**src/rtl/roic_lane_align_ctrl.sv**
```systemverilog
// Multi-lane bit-alignment controller: rotates each deserialised lane word and
// either searches every lane for the training patterns in turn or applies a manual shift.
module roic_lane_align_ctrl #(
  parameter int                    NUM_LANES     = 4,
  parameter int                    DATA_WIDTH    = 24,
  parameter logic [DATA_WIDTH-1:0] PATTERN_1     = 24'hFFF000,
  parameter logic [DATA_WIDTH-1:0] PATTERN_2     = 24'hFF0000,
  parameter int                    MATCH_COUNT   = 4,
  parameter int                    SETTLE_CYCLES = 8,
  localparam int                   SHIFT_W       = $clog2(DATA_WIDTH)
) (
  input  logic                              clk,
  input  logic                              rst_n,
  input  logic [NUM_LANES*DATA_WIDTH-1:0]   din,
  input  logic                              din_valid,
  input  logic                              align_to_fclk,
  input  logic                              align_start,
  input  logic [SHIFT_W-1:0]                extra_shift,
  output logic [NUM_LANES*DATA_WIDTH-1:0]   dout,
  output logic                              dout_valid,
  output logic [NUM_LANES*SHIFT_W-1:0]      shift_out,
  output logic [NUM_LANES-1:0]              lane_locked,
  output logic                              align_busy,
  output logic                              align_done,
  output logic                              align_fail
);

  localparam int IDX_W = (NUM_LANES > 1) ? $clog2(NUM_LANES) : 1;
  localparam int SET_W = $clog2(SETTLE_CYCLES + 1);
  localparam int MC_W  = $clog2(MATCH_COUNT + 1);

  localparam logic [SHIFT_W-1:0] MAX_SHIFT   = SHIFT_W'(DATA_WIDTH - 1);
  localparam logic [IDX_W-1:0]   LAST_LANE   = IDX_W'(NUM_LANES - 1);
  localparam logic [SET_W-1:0]   SETTLE_LAST = SET_W'(SETTLE_CYCLES - 1);
  localparam logic [MC_W-1:0]    MATCH_LAST  = MC_W'(MATCH_COUNT - 1);

  typedef enum logic [2:0] {
    S_IDLE,
    S_SETTLE,
    S_CHECK,
    S_ADVANCE,
    S_DONE,
    S_FAIL
  } state_e;

  state_e                             state_q;
  logic [NUM_LANES-1:0][SHIFT_W-1:0]  shift_q;
  logic [NUM_LANES*DATA_WIDTH-1:0]    prev_q;
  logic [NUM_LANES*DATA_WIDTH-1:0]    dout_q;
  logic [NUM_LANES*DATA_WIDTH-1:0]    dout_d;
  logic                               dout_valid_q;
  logic [NUM_LANES-1:0]               lane_locked_q;
  logic                               busy_q;
  logic                               done_q;
  logic                               fail_q;
  logic                               start_q;
  logic [IDX_W-1:0]                   idx_q;
  logic [SHIFT_W-1:0]                 cand_q;
  logic [SET_W-1:0]                   settle_cnt_q;
  logic [MC_W-1:0]                    match_cnt_q;

  logic                               start_rise;
  logic                               cur_match;
  logic [SHIFT_W-1:0]                 manual_shift;
  logic [DATA_WIDTH-1:0]              cur_word;

  // Window of {current, previous} word selected by each lane's shift.
  for (genvar gi = 0; gi < NUM_LANES; gi++) begin : g_lane
    logic [2*DATA_WIDTH-1:0] cat;
    assign cat = {din[gi*DATA_WIDTH +: DATA_WIDTH], prev_q[gi*DATA_WIDTH +: DATA_WIDTH]};
    assign dout_d[gi*DATA_WIDTH +: DATA_WIDTH] = cat[shift_q[gi] +: DATA_WIDTH];
  end

  always_comb begin
    manual_shift = (extra_shift > MAX_SHIFT) ? MAX_SHIFT : extra_shift;
    start_rise   = align_start & ~start_q;
    cur_word     = dout_q[int'(idx_q)*DATA_WIDTH +: DATA_WIDTH];
    cur_match    = (cur_word == PATTERN_1) || (cur_word == PATTERN_2);
  end

  always_ff @(posedge clk or negedge rst_n) begin
    if (!rst_n) begin
      prev_q       <= '0;
      dout_q       <= '0;
      dout_valid_q <= 1'b0;
    end else begin
      dout_valid_q <= din_valid;
      if (din_valid) begin
        prev_q <= din;
        dout_q <= dout_d;
      end
    end
  end

  // Sequencer: one lane at a time, candidate shift driven live onto that lane.
  always_ff @(posedge clk or negedge rst_n) begin
    if (!rst_n) begin
      state_q       <= S_IDLE;
      shift_q       <= '0;
      lane_locked_q <= '0;
      busy_q        <= 1'b0;
      done_q        <= 1'b0;
      fail_q        <= 1'b0;
      start_q       <= 1'b0;
      idx_q         <= '0;
      cand_q        <= '0;
      settle_cnt_q  <= '0;
      match_cnt_q   <= '0;
    end else begin
      start_q <= align_start;
      if (align_to_fclk) begin
        state_q       <= S_IDLE;
        lane_locked_q <= '0;
        busy_q        <= 1'b0;
        done_q        <= 1'b1;
        fail_q        <= 1'b0;
        for (int l = 0; l < NUM_LANES; l++) begin
          shift_q[l] <= manual_shift;
        end
      end else begin
        case (state_q)
          S_IDLE, S_DONE, S_FAIL: begin
            if (start_rise) begin
              state_q       <= S_SETTLE;
              idx_q         <= '0;
              cand_q        <= '0;
              shift_q[0]    <= '0;
              settle_cnt_q  <= '0;
              lane_locked_q <= '0;
              busy_q        <= 1'b1;
              done_q        <= 1'b0;
              fail_q        <= 1'b0;
            end else if (state_q == S_IDLE) begin
              done_q <= 1'b0;
            end
          end

          S_SETTLE: begin
            if (dout_valid_q) begin
              if (settle_cnt_q == SETTLE_LAST) begin
                state_q      <= S_CHECK;
                settle_cnt_q <= '0;
                match_cnt_q  <= '0;
              end else begin
                settle_cnt_q <= settle_cnt_q + 1'b1;
              end
            end
          end

          S_CHECK: begin
            if (dout_valid_q) begin
              if (cur_match) begin
                if (match_cnt_q == MATCH_LAST) begin
                  lane_locked_q[idx_q] <= 1'b1;
                  state_q              <= S_ADVANCE;
                end else begin
                  match_cnt_q <= match_cnt_q + 1'b1;
                end
              end else if (cand_q < MAX_SHIFT) begin
                cand_q         <= cand_q + 1'b1;
                shift_q[idx_q] <= cand_q + 1'b1;
                settle_cnt_q   <= '0;
                state_q        <= S_SETTLE;
              end else begin
                // Exhausted every rotation: park the lane at zero, unlocked.
                shift_q[idx_q] <= '0;
                state_q        <= S_ADVANCE;
              end
            end
          end

          S_ADVANCE: begin
            if (idx_q == LAST_LANE) begin
              busy_q <= 1'b0;
              if (&lane_locked_q) begin
                state_q <= S_DONE;
                done_q  <= 1'b1;
              end else begin
                state_q <= S_FAIL;
                fail_q  <= 1'b1;
              end
            end else begin
              idx_q                   <= idx_q + 1'b1;
              cand_q                  <= '0;
              shift_q[idx_q + 1'b1]   <= '0;
              settle_cnt_q            <= '0;
              state_q                 <= S_SETTLE;
            end
          end

          default: state_q <= S_IDLE;
        endcase
      end
    end
  end

  assign dout        = dout_q;
  assign dout_valid  = dout_valid_q;
  assign shift_out   = shift_q;
  assign lane_locked = lane_locked_q;
  assign align_busy  = busy_q;
  assign align_done  = done_q;
  assign align_fail  = fail_q;

endmodule
```
**config.mk**
```make
export PLATFORM = sky130hd
export DESIGN_NAME = roic_lane_align_ctrl
export DESIGN_NICKNAME = d
export VERILOG_FILES = /design/src/rtl/roic_lane_align_ctrl.sv
export SDC_FILE = /design/constraint.sdc
export NUM_CORES = 1
export LEC_CHECK = 0
export CAP_MARGIN = 15
export CORE_UTILIZATION = 50
export DETAILED_ROUTE_END_ITERATION = 7
export PLACE_DENSITY = 0.85
export SLEW_MARGIN = 20
export SYNTH_ARGS = -nofsm -noshare
export SYNTH_HDL_FRONTEND = slang
export SYNTH_SLANG_ARGS = --single-unit
```
**constraint.sdc**
```tcl
create_clock -name clk -period 2.5 [get_ports clk]
set_input_delay 0.5 -clock clk [delete_from_list [all_inputs] [get_ports clk]]
set_output_delay 0.5 -clock clk [all_outputs]
set_load 0.03 [all_outputs]
```
==> results by group <==
Finish
  • Layout area overhead: 24.7%
  • Fin util: 0.633
  • Share of cells above drive strength 1: 0.260
  • Antenna diodes: 0
  • Fin nets: 2131

Floorplan
  • Core footprint: 0.0365 mm^2
  • Row count: 70
  • DIE WIDTH: 195 um
  • Die area: 0.0378 mm^2
  • Die height: 195 um
  • IO Pins: 230
  • Starting Density: 0.507

STA
  • Worst Clk Skew: around 0.010 ns
  • Max Clock Freq: 0.387 GHz
  • RSZ-0062 raised after global routing: yes
  • Part of the cycle the worst path needs: 1.03
  • Minimum clock period: 2.58 ns
  • Final Hold Vio Count: 0
  • Final Max Slew Viols: 0
  • Total negative slack: -0.665 ns
  • Fin Hold WS: approximately 0.31 ns
  • Worst Max-Slew Pin Slew: 0.762 ns
  • Worst relative slew slack: 0.485
  • Final WS setup: -0.0815 ns
  • Number of setup violations in the final report: 17

GRT
  • All-Layer GR Usage: 0.307
  • GRT overflow: 0
  • Antenna violations before repair: 0
  • Largest net degree at the start of global routing: 87
  • First-pass GRT wire length: 92200 um
  • Vias in the first global route: ~16000

Placement
  • IO buf count: 229
  • Dpl hpwl: 43100 um
  • GPL Wtd Cong: 1.00
  • Post-Place Worst Slack: -0.120 ns

Min path
  • Hold Path Class: input pin to register
  • HP Start: din_valid
  • Hold depth: 1
  • WHS Endpoint: dout_valid

Power
  • Peak VDD IR: 0.000884 V
  • NetSw: 9510 uW
  • Leak pwr: 0.00929 uW
  • Seq pwr share: 0.264
  • Net Sw Frac: 0.427
  • Clock power share: 0.181
  • Combinational fraction of design power: 0.555
  • Internal power: ~13000 uW
  • PD cells: around 960 mW/mm^2

Clock tree
  • Clock transition at path regs: 0.06 ns
  • Clock sinks: approximately 240
  • CTS buffer count: 28
  • Clk root buf: clkbuf_16
  • CTS H-tree depth: 1
  • Bufs on Longest Clock Path: 3
  • Worst skew pair latency: between 0.5 and 0.6 ns
  • CTS tree: done

Worst setup path
  • CP endpoint kind: register
  • Worst reg2reg setup slack: -0.08 ns
  • CP required: 3.00 ns
  • Worst reg2reg path depth: 8
  • Critical Path Source Type: register
  • Worst path arrival time: 3.08 ns
  • WS Path Type: register to register
  • CP Max Fanout: 6
  • RR Startpoint: idx_q[0]
  • Worst r2r dst: shift_out[3]

Yosys
  • Synthesized flop and latch total: 238
  • Main synth FF type: dfrtp_1
  • Syn Nets: around 1900
  • Sequential share of the synthesized area: 0.321
  • Synth unique cells: 64
  • YS warnings: 0
  • Mapped Cells: 1781
  • Mean post-synth cell area: 10.4 um^2
  • Post-synth EDFFs: 0
  • Asr flop ratio synth: 1.00
  • Synth Cell Area: approximately 0.019 mm^2

Drt
  • Via count: 16300
  • Overall routed net length: 58200 um
  • Residual DRC: 0
  • Via density: 6.50
  • Routed len/inst: ~23 um
  • Detail Route Antenna Nets: 0
  • DRT iter0 DRCs: 1468
  • DRT Pass-1 Iters: 5

Status
  • Status: finished with violations
  • Failing checks: negative setup slack

Flow run
  • Total of max-cap violations: 0
## power by group through the flow
stage / logic [uW] / registers, uW / clock network (uW)
2_1_floorplan: 6700 / 6780 / 0
3_3_place_gp: 11800 / 5860 / 0
3_5_place_dp: 12000 / 5910 / 0
4_1_cts: 12200 / 5850 / 4130
5_1_grt: 13100 / 5990 / 4250
6_report: 12300 / 5870 / 4030
## placed cells by master, fill, tap and decap left out, types with 8 or more instances in the layout
master	count
a211oi_1	32
nor3_1	11
clkbuf_16	29
mux4_2	179
a22oi_1	10
dfrtp_1	229
nor2b_1	13
mux2i_1	184
inv_1	26
buf_12	16
nor2_1	159
a31oi_1	30
nand3_1	8
buf_4	111
ha_1	8
a21oi_1	117
o21ai_0	84
a22o_1	15
mux2_2	120
o21a_1	12
o22ai_1	10
nand2_1	221
buf_6	8
and2_1	17
clkdlybuf4s50_1	222
o211ai_1	9
## state kept, by name, summed over array words and instances, names as in the netlist, 3 cells and up
name	count
dout	96
shift_out	20
match_cnt_q	3
lane_locked	4
settle_cnt_q	4
state_q	3
prev_q	96
cand_q	5
## logic make-up (layout without fill, tap and decap cells)
logic type	count (synthesis)	count (layout)	share of synthesized area
AOI/OAI and AO/OA	382	382	0.130
xor gates and xnor gates	4	4	0.00189
adders and majority gates	8	8	0.00540
buffers and inverters	191	449	0.0411
DFF	238	238	0.321
muxes	485	485	0.391
and+or+nand+nor	473	473	0.109
## metrics by stage
step                      instances  area, um^2  power (uW)
after floorplan                1781       18500       13500
after global placement         2442       21900       17700
after detailed placement       2442       21900       17900
after CTS                      2504       23000       22200
after global routing           2507       23100       23400
final                          2507       23100       22300
## what timing repair did
action                                  4_1_cts  5_1_grt
buffers inserted                              8        4
endpoints found under the setup margin       35       39
pin swaps                                    21        7
hold buffers                                  1        0
cloned                                        1        0
endpoints found under the hold margin        47        0
gates resized for setup                      38       18
## worst max-delay path, stage by stage, from the launching register on
cell and delay, ns:
dfrtp_1 0.42, buf_12 0.16, mux2i_2 0.15, or4_4 0.54, a211o_4 0.37, o32a_4 0.23
and2_4 0.18, o31ai_4 0.25, a221o_1 0.20
## synth_stat cells (5+ instances only)
library cell,instances,share of area
nor2b_1,13,0.0044
buf_2,26,0.0070
a211oi_1,34,0.014
o21ai_0,90,0.024
inv_1,26,0.0053
nor4b_1,6,0.0028
nor4_1,5,0.0017
mux4_2,179,0.22
mux2i_1,185,0.10
o22ai_1,10,0.0034
nor2_1,161,0.033
mux2_2,121,0.074
nand4_1,7,0.0024
nand2_1,222,0.045
inv_2,6,0.0012
dfrtp_1,238,0.32
a22o_1,15,0.0071
a22oi_1,10,0.0041
and4_1,5,0.0024
buf_1,27,0.0055
clkbuf_1,104,0.021
nand3_1,8,0.0022
a21oi_1,122,0.033
ha_1,8,0.0054
a311o_1,5,0.0027
o211ai_1,9,0.0036
nor3_1,11,0.0030
and2_1,17,0.0057
o21a_1,12,0.0049
a221o_1,5,0.0027
a31oi_1,31,0.010
## metal layers
layer,global-route usage,wire length (um),vias to the layer above
li1,-,-,7242
met1,0.398,22900,8120
met2,0.522,28800,779
met3,0.0448,4030,164
met4,0.118,2450,0
met5,0,0,-
## area by class of cell
type                       count  area, um^2
multi-input combinational   1352       12000
clock buffer                  40         827
sequential                   238        5970
fill                        2846       13400
timing repair buffer         365        3550
inverter                      32         120
tap                          468         586
clock inverter                12        85.1
## how the worst max path moves through the flow
stage / start / end / slack [ns] / depth (start not counted)
after global placement: din[73] / dout[94] / -0.10 / 6
after global routing: idx_q[0] / shift_out[4] / -0.15 / 8
final: idx_q[0] / shift_out[3] / -0.08 / 8
after detailed placement: din[73] / dout[94] / -0.12 / 6
after CTS: idx_q[0] / state_q[0] / -0.09 / 9
after floorplan: shift_out[6] / dout[46] / 0.04 / 9
Note: power is estimated with default switching activity, not from simulation.
